### src/rtl/cpu_ctrl_pkg.sv
// cpu_ctrl_pkg: shared control encodings for the pipeline hazard logic.
package cpu_ctrl_pkg;
   typedef enum logic [1:0] {RUN, MEM_WAIT, FLUSH} state_t;
   localparam logic [1:0] BR_BEQ = 2'b01;
   localparam logic [1:0] BR_BNE = 2'b10;
   localparam int WAIT_MAX_DEF = 15;
endpackage

### src/rtl/load_use_detect.sv
// load_use_detect: flags an ID-stage read of a register still being loaded in EX.
module load_use_detect (
   input  logic       ex_MemtoReg,
   input  logic       ex_RegWr,
   input  logic [4:0] ex_regAddr,
   input  logic [4:0] id_rs,
   input  logic [4:0] id_rt,
   input  logic       id_uses_rt,
   output logic       load_use
);
   always_comb
      load_use = ex_MemtoReg & ex_RegWr & (ex_regAddr != 5'd0) &
                 ((ex_regAddr == id_rs) | (id_uses_rt & (ex_regAddr == id_rt)));
endmodule

### src/rtl/pipe_hazard_ctrl.sv
// pipe_hazard_ctrl: stall/flush control for memory waits, taken branches and load-use hazards.
module pipe_hazard_ctrl
   import cpu_ctrl_pkg::*;
#(
   parameter int WAIT_MAX = WAIT_MAX_DEF
) (
   input  logic        clk,
   input  logic        rst_n,
   input  logic [4:0]  id_rs,
   input  logic [4:0]  id_rt,
   input  logic        id_uses_rt,
   input  logic        ex_MemtoReg,
   input  logic        ex_RegWr,
   input  logic [4:0]  ex_regAddr,
   input  logic [1:0]  mem_Br,
   input  logic        mem_zero,
   input  logic        mem_MemWr,
   input  logic        mem_MemtoReg,
   input  logic        dmem_ready,
   output logic        pc_we,
   output logic        ifid_we,
   output logic        idex_we,
   output logic        exmem_we,
   output logic        pc_sel,
   output logic        ifid_flush,
   output logic        idex_flush,
   output logic        exmem_flush,
   output logic        timeout_err,
   output logic [15:0] stall_cnt
);
   localparam int CW = $clog2(WAIT_MAX + 1);

   state_t state, state_nx;
   logic [CW-1:0] cnt, cnt_nx;
   logic load_use, mem_busy, br_taken, timed_out, hold, lu_eff, run;

   load_use_detect u_lud (
      .ex_MemtoReg(ex_MemtoReg),
      .ex_RegWr(ex_RegWr),
      .ex_regAddr(ex_regAddr),
      .id_rs(id_rs),
      .id_rt(id_rt),
      .id_uses_rt(id_uses_rt),
      .load_use(load_use)
   );

   always_comb begin
      mem_busy = (mem_MemWr | mem_MemtoReg) & ~dmem_ready;
      br_taken = ((mem_Br == BR_BEQ) & mem_zero) | ((mem_Br == BR_BNE) & ~mem_zero);
      timed_out = (state == MEM_WAIT) & ~dmem_ready & (cnt == CW'(WAIT_MAX));
      // a timeout releases the wait exactly as a ready would
      hold = (state == MEM_WAIT) ? ~dmem_ready & ~timed_out : mem_busy;
      lu_eff = load_use & (state != FLUSH);
      state_nx = hold ? MEM_WAIT : br_taken ? FLUSH : RUN;
      cnt_nx = !hold ? '0 : (state == MEM_WAIT) ? cnt + 1'b1 : CW'(1);
      run = rst_n & ~hold;
      pc_we = run & (br_taken | ~lu_eff);
      ifid_we = run & (br_taken | ~lu_eff);
      idex_we = run;
      exmem_we = run;
      pc_sel = run & br_taken;
      ifid_flush = run & br_taken;
      idex_flush = run & (br_taken | lu_eff);
      exmem_flush = run & br_taken;
   end

   always_ff @(posedge clk or negedge rst_n)
      if (!rst_n) begin
         state <= RUN;
         cnt <= '0;
         timeout_err <= 1'b0;
         stall_cnt <= '0;
      end else begin
         state <= state_nx;
         cnt <= cnt_nx;
         if (timed_out) timeout_err <= 1'b1;
         if (!pc_we && stall_cnt != 16'hFFFF) stall_cnt <= stall_cnt + 16'd1;
      end
endmodule

### config.mk
export PLATFORM = sky130hd
export DESIGN_NAME = pipe_hazard_ctrl
export DESIGN_NICKNAME = d
export VERILOG_FILES = /design/src/rtl/cpu_ctrl_pkg.sv /design/src/rtl/load_use_detect.sv /design/src/rtl/pipe_hazard_ctrl.sv
export SDC_FILE = /design/constraint.sdc
export NUM_CORES = 1
export LEC_CHECK = 0
export CAP_MARGIN = 20
export CORE_MARGIN = 4
export CORE_UTILIZATION = 39
export CTS_CLUSTER_SIZE = 24
export DETAILED_ROUTE_END_ITERATION = 6
export GPL_TIMING_DRIVEN = 0
export PLACE_DENSITY = 0.81
export SLEW_MARGIN = 25
export SYNTH_ARGS = -nofsm -noshare
export SYNTH_HDL_FRONTEND = slang
export SYNTH_HIERARCHICAL = 1
export SYNTH_SLANG_ARGS = --single-unit
### constraint.sdc
create_clock -name clk -period 2 [get_ports clk]
set_input_delay 0.4 -clock clk [delete_from_list [all_inputs] [get_ports clk]]
set_output_delay 0.4 -clock clk [all_outputs]
set_load 0.02 [all_outputs]
==> results.py <==
metrics = {
    "sta": {
        "finalSetupTns_ns": -1.36,
        "relSlewSlack": 0.595,
        "setup_violations": 13,
        "layout_setup_ws_ns": -0.257,
        "fin_crit_ns": 2.26,
        "period_share": 1.13,
        "worst_slew_pin_slew_ns": 0.607,
        "fmax_mhz": 443,
        "hold_violations": 0,
        "slew_viol_final": 0,
        "rsz0062_at_grt": "true",
        "final.setup_skew_ns": 0.00694,
        "worst_hold_slack_ns": 0.0736,
    },
    "pwr": {
        "power_density_nw_per_um2": 729,
        "intPower_mw": 0.953,
        "p_sw_frac": 0.370,
        "p_seq_frac": 0.438,
        "p_switching_mw": 0.561,
        "power_frac_clock": 0.145,
        "power_frac_comb": 0.416,
        "peakVddDrop_mv": 0.381,
        "power.leakage_nw": 0.927,
    },
    "hold_path": {
        "hold_path.class": "primary input to async pin",
    },
    "synthesis": {
        "ys_async_sr_fraction": 1.00,
        "synth_top_cells_by_area": "dfrtp_1 (44%), xnor2_1 (8.0%), xor2_1 (6.0%)",
        "synth_area_per_cell_um2": 10.1,
        "synth-seq-area-share": 0.437,
        "yosysMostFrequentCell": "dfrtp_1",
        "synthCells": 131,
        "ys_warn_count": 6,
        "ys.flop_type": "dfrtp_1",
        "yosysTopAreaCell": "dfrtp_1",
        "synth.top_cell.area_share": 0.437,
        "ys_ff_latch": 23,
        "synth_cell_types": 37,
        "synth-edff-count": 0,
        "syn-cell-area_um2": 1320,
        "synthesis.nets": 159,
        "netlist_top_cells_count": "dfrtp_1 (23), xnor2_1 (12), nand4_1 (9), xor2_1 (9)",
    },
    "grt": {
        "antenna_found_initial": 0,
        "use_met3": 0.0510,
        "use_met1": 0.206,
        "top_usage_layer": "met2",
        "grt_pass1_vias": 1239,
        "grt_pass1_wl_mm": 5.89,
        "gr-total-overflow": 0,
        "grt_max_degree": 26,
        "gr-usage-met2": 0.302,
        "gr-usage-all-layers": 0.172,
    },
    "clock_network": {
        "path_clk_slew_ns": 0.13,
        "numCtsBuffers": 3,
        "insertion_delay_ns": 0.31,
        "cts_max_path_buffers": 2,
        "clock-sinks": 23,
        "cts_root_buffer": "clkbuf_4",
        "htreeDepth": 1,
        "cts_tree": "done",
        "postCtsHoldBufs": 0,
    },
    "die": {
        "fp.dieArea_um2": 4370,
        "start_util": 0.418,
        "coreArea_um2": 3150,
        "io-pin-count": 51,
        "rows": 20,
        "fp.dieW_um": 66.1,
        "dieHeight_um": 66.1,
    },
    "route": {
        "postRouteAntennaNets": 0,
        "vias": 1262,
        "vias_per_cell": 5.15,
        "wl_mm": 3.78,
        "initialDrtViolationCount": 49,
        "wl_per_cell_um": 15.4,
        "dr.pass1.iters": 4,
        "drc": 0,
    },
    "setup_path": {
        "end_kind": "primary output",
        "worstPathArrival_ns": 1.86,
        "start_kind": "primary input",
        "cp.required_ns": 1.60,
        "crit_type": "primary input to primary output",
        "worstPathMaxFanout": 3,
    },
    "layout": {
        "fin_nets": 230,
        "fin_area_um2": 2080,
        "finalNonFillerCells": 245,
        "drive_gt1_frac": 0.333,
        "area_growth_pct": 57.6,
        "n_fill_cell": 258,
        "antennaDiodeCount": 0,
    },
    "run": {
        "cap_violations": 0,
    },
    "placement": {
        "placed_cells": 225,
        "pre_cts_ws_ns": -1.23,
        "port_buffers": 50,
        "place_area_um2": 1880,
        "dpl.hpwl_mm": 2.67,
        "place_congestion": 0.854,
    },
    "outcome": {
        "status": "finished, violations left",
        "violations": "setup timing",
    },
}
[per-layer routing]
| metal | vias up | routed length (µm) |
|---|---|---|
| met5 | - | 0 |
| met4 | 0 | 12 |
| met3 | 2 | 258 |
| met2 | 36 | 1940 |
| met1 | 620 | 1570 |
| li1 | 604 | - |
[repair_timing]
action	in CTS	in global routing
resized for setup	104	19
pin swaps	18	11
buffers inserted	10	6
setup endpoints to repair	24	22
cloned	0	0
[final timing paths]
kind | endpoint | cells after the start | slack, ns | startpoint
max | pc_we | 10 | -0.26 | id_rt[1]
max in group asynchronous | stall_cnt[2]$_DFFE_PN0P_ | 1 | 1.53 | rst_n
max reg2reg | stall_cnt[1]$_DFFE_PN0P_ | 10 | -0.09 | cnt[0]$_DFF_PN0_
min reg2reg | timeout_err$_DFFE_PN0P_ | 1 | 0.48 | timeout_err$_DFFE_PN0P_
min | cnt[1]$_DFF_PN0_ | 1 | 0.07 | rst_n
min in group clk | cnt[2]$_DFF_PN0_ | 2 | 0.45 | dmem_ready
[layout make-up]
class / count / area (µm²) / area share
buffer: 6 / 61.3 / 0.0295
clock buffer: 3 / 22.5 / 0.0108
clock inverter: 1 / 5.00 / 0.00241
inverter: 7 / 28.8 / 0.0139
multi-input combinational: 95 / 726 / 0.349
sequential: 23 / 576 / 0.277
tap: 44 / 55.1 / 0.0265
timing repair buffer: 66 / 603 / 0.290
[state kept, by name (all words and copies together) (netlist names)]
| signal | count |
|---|---|
| cnt | 4 |
| stall_cnt | 16 |
| state | 2 |
| timeout_err | 1 |
[through the flow]
step	power, mW	util
detailed placement	1.26	0.596
global route	1.61	0.659
CTS	1.50	0.637
global placement	1.24	0.598
floorplan	0.965	-
finish	1.51	0.659
[layout by cell type (no fill, tap or decap), types with 3 or more instances in the layout]
cell type / netlist / layout
clkdlybuf4s50_1: 0 / 23
inv_1: 6 / 5
buf_6: 0 / 17
dfrtp_1: 23 / 23
a21oi_1: 7 / 3
xor2_1: 9 / 9
nor3_1: 4 / 4
nand4_1: 9 / 9
clkbuf_4: 0 / 3
clkbuf_2: 0 / 3
nor2_1: 7 / 5
a21oi_2: 0 / 4
buf_2: 0 / 6
dlymetal6s2s_1: 0 / 4
nand2_1: 6 / 5
and3_1: 3 / 3
xnor2_1: 12 / 12
nand3_1: 7 / 7
buf_4: 4 / 16
[cells by family (layout without fill, tap and decap cells)]
| logic type | Yosys count | in the layout | synth area share |
|---|---|---|---|
| AOI/OAI and AO/OA | 17 | 17 | 0.0997 |
| and+or+nand+nor | 52 | 52 | 0.229 |
| xor gates and xnor gates | 21 | 21 | 0.140 |
| DFF | 23 | 23 | 0.437 |
| adders and majority gates | 2 | 2 | 0.0190 |
| muxes | 3 | 3 | 0.0275 |
| buffers and inverters | 13 | 83 | 0.0484 |
[critical path: stages]
cell	delay (ns)
buf_6	0.09
xor2_1	0.16
nor4_2	0.30
nand3_1	0.13
a21oi_2	0.15
o21ai_2	0.09
o221ai_4	0.21
inv_2	0.08
buf_6	0.12
buf_6	0.12
[power by group through the flow]
| stage | Clock (mW) | Sequential [mW] | Combinational (mW) |
|---|---|---|---|
| after floorplan | 0 | 0.743 | 0.222 |
| after global placement | 0 | 0.663 | 0.578 |
| after detailed placement | 0 | 0.669 | 0.593 |
| after CTS | 0.225 | 0.660 | 0.615 |
| after global routing | 0.255 | 0.680 | 0.674 |
| final | 0.220 | 0.664 | 0.631 |
(Power assumes the default switching activity.)
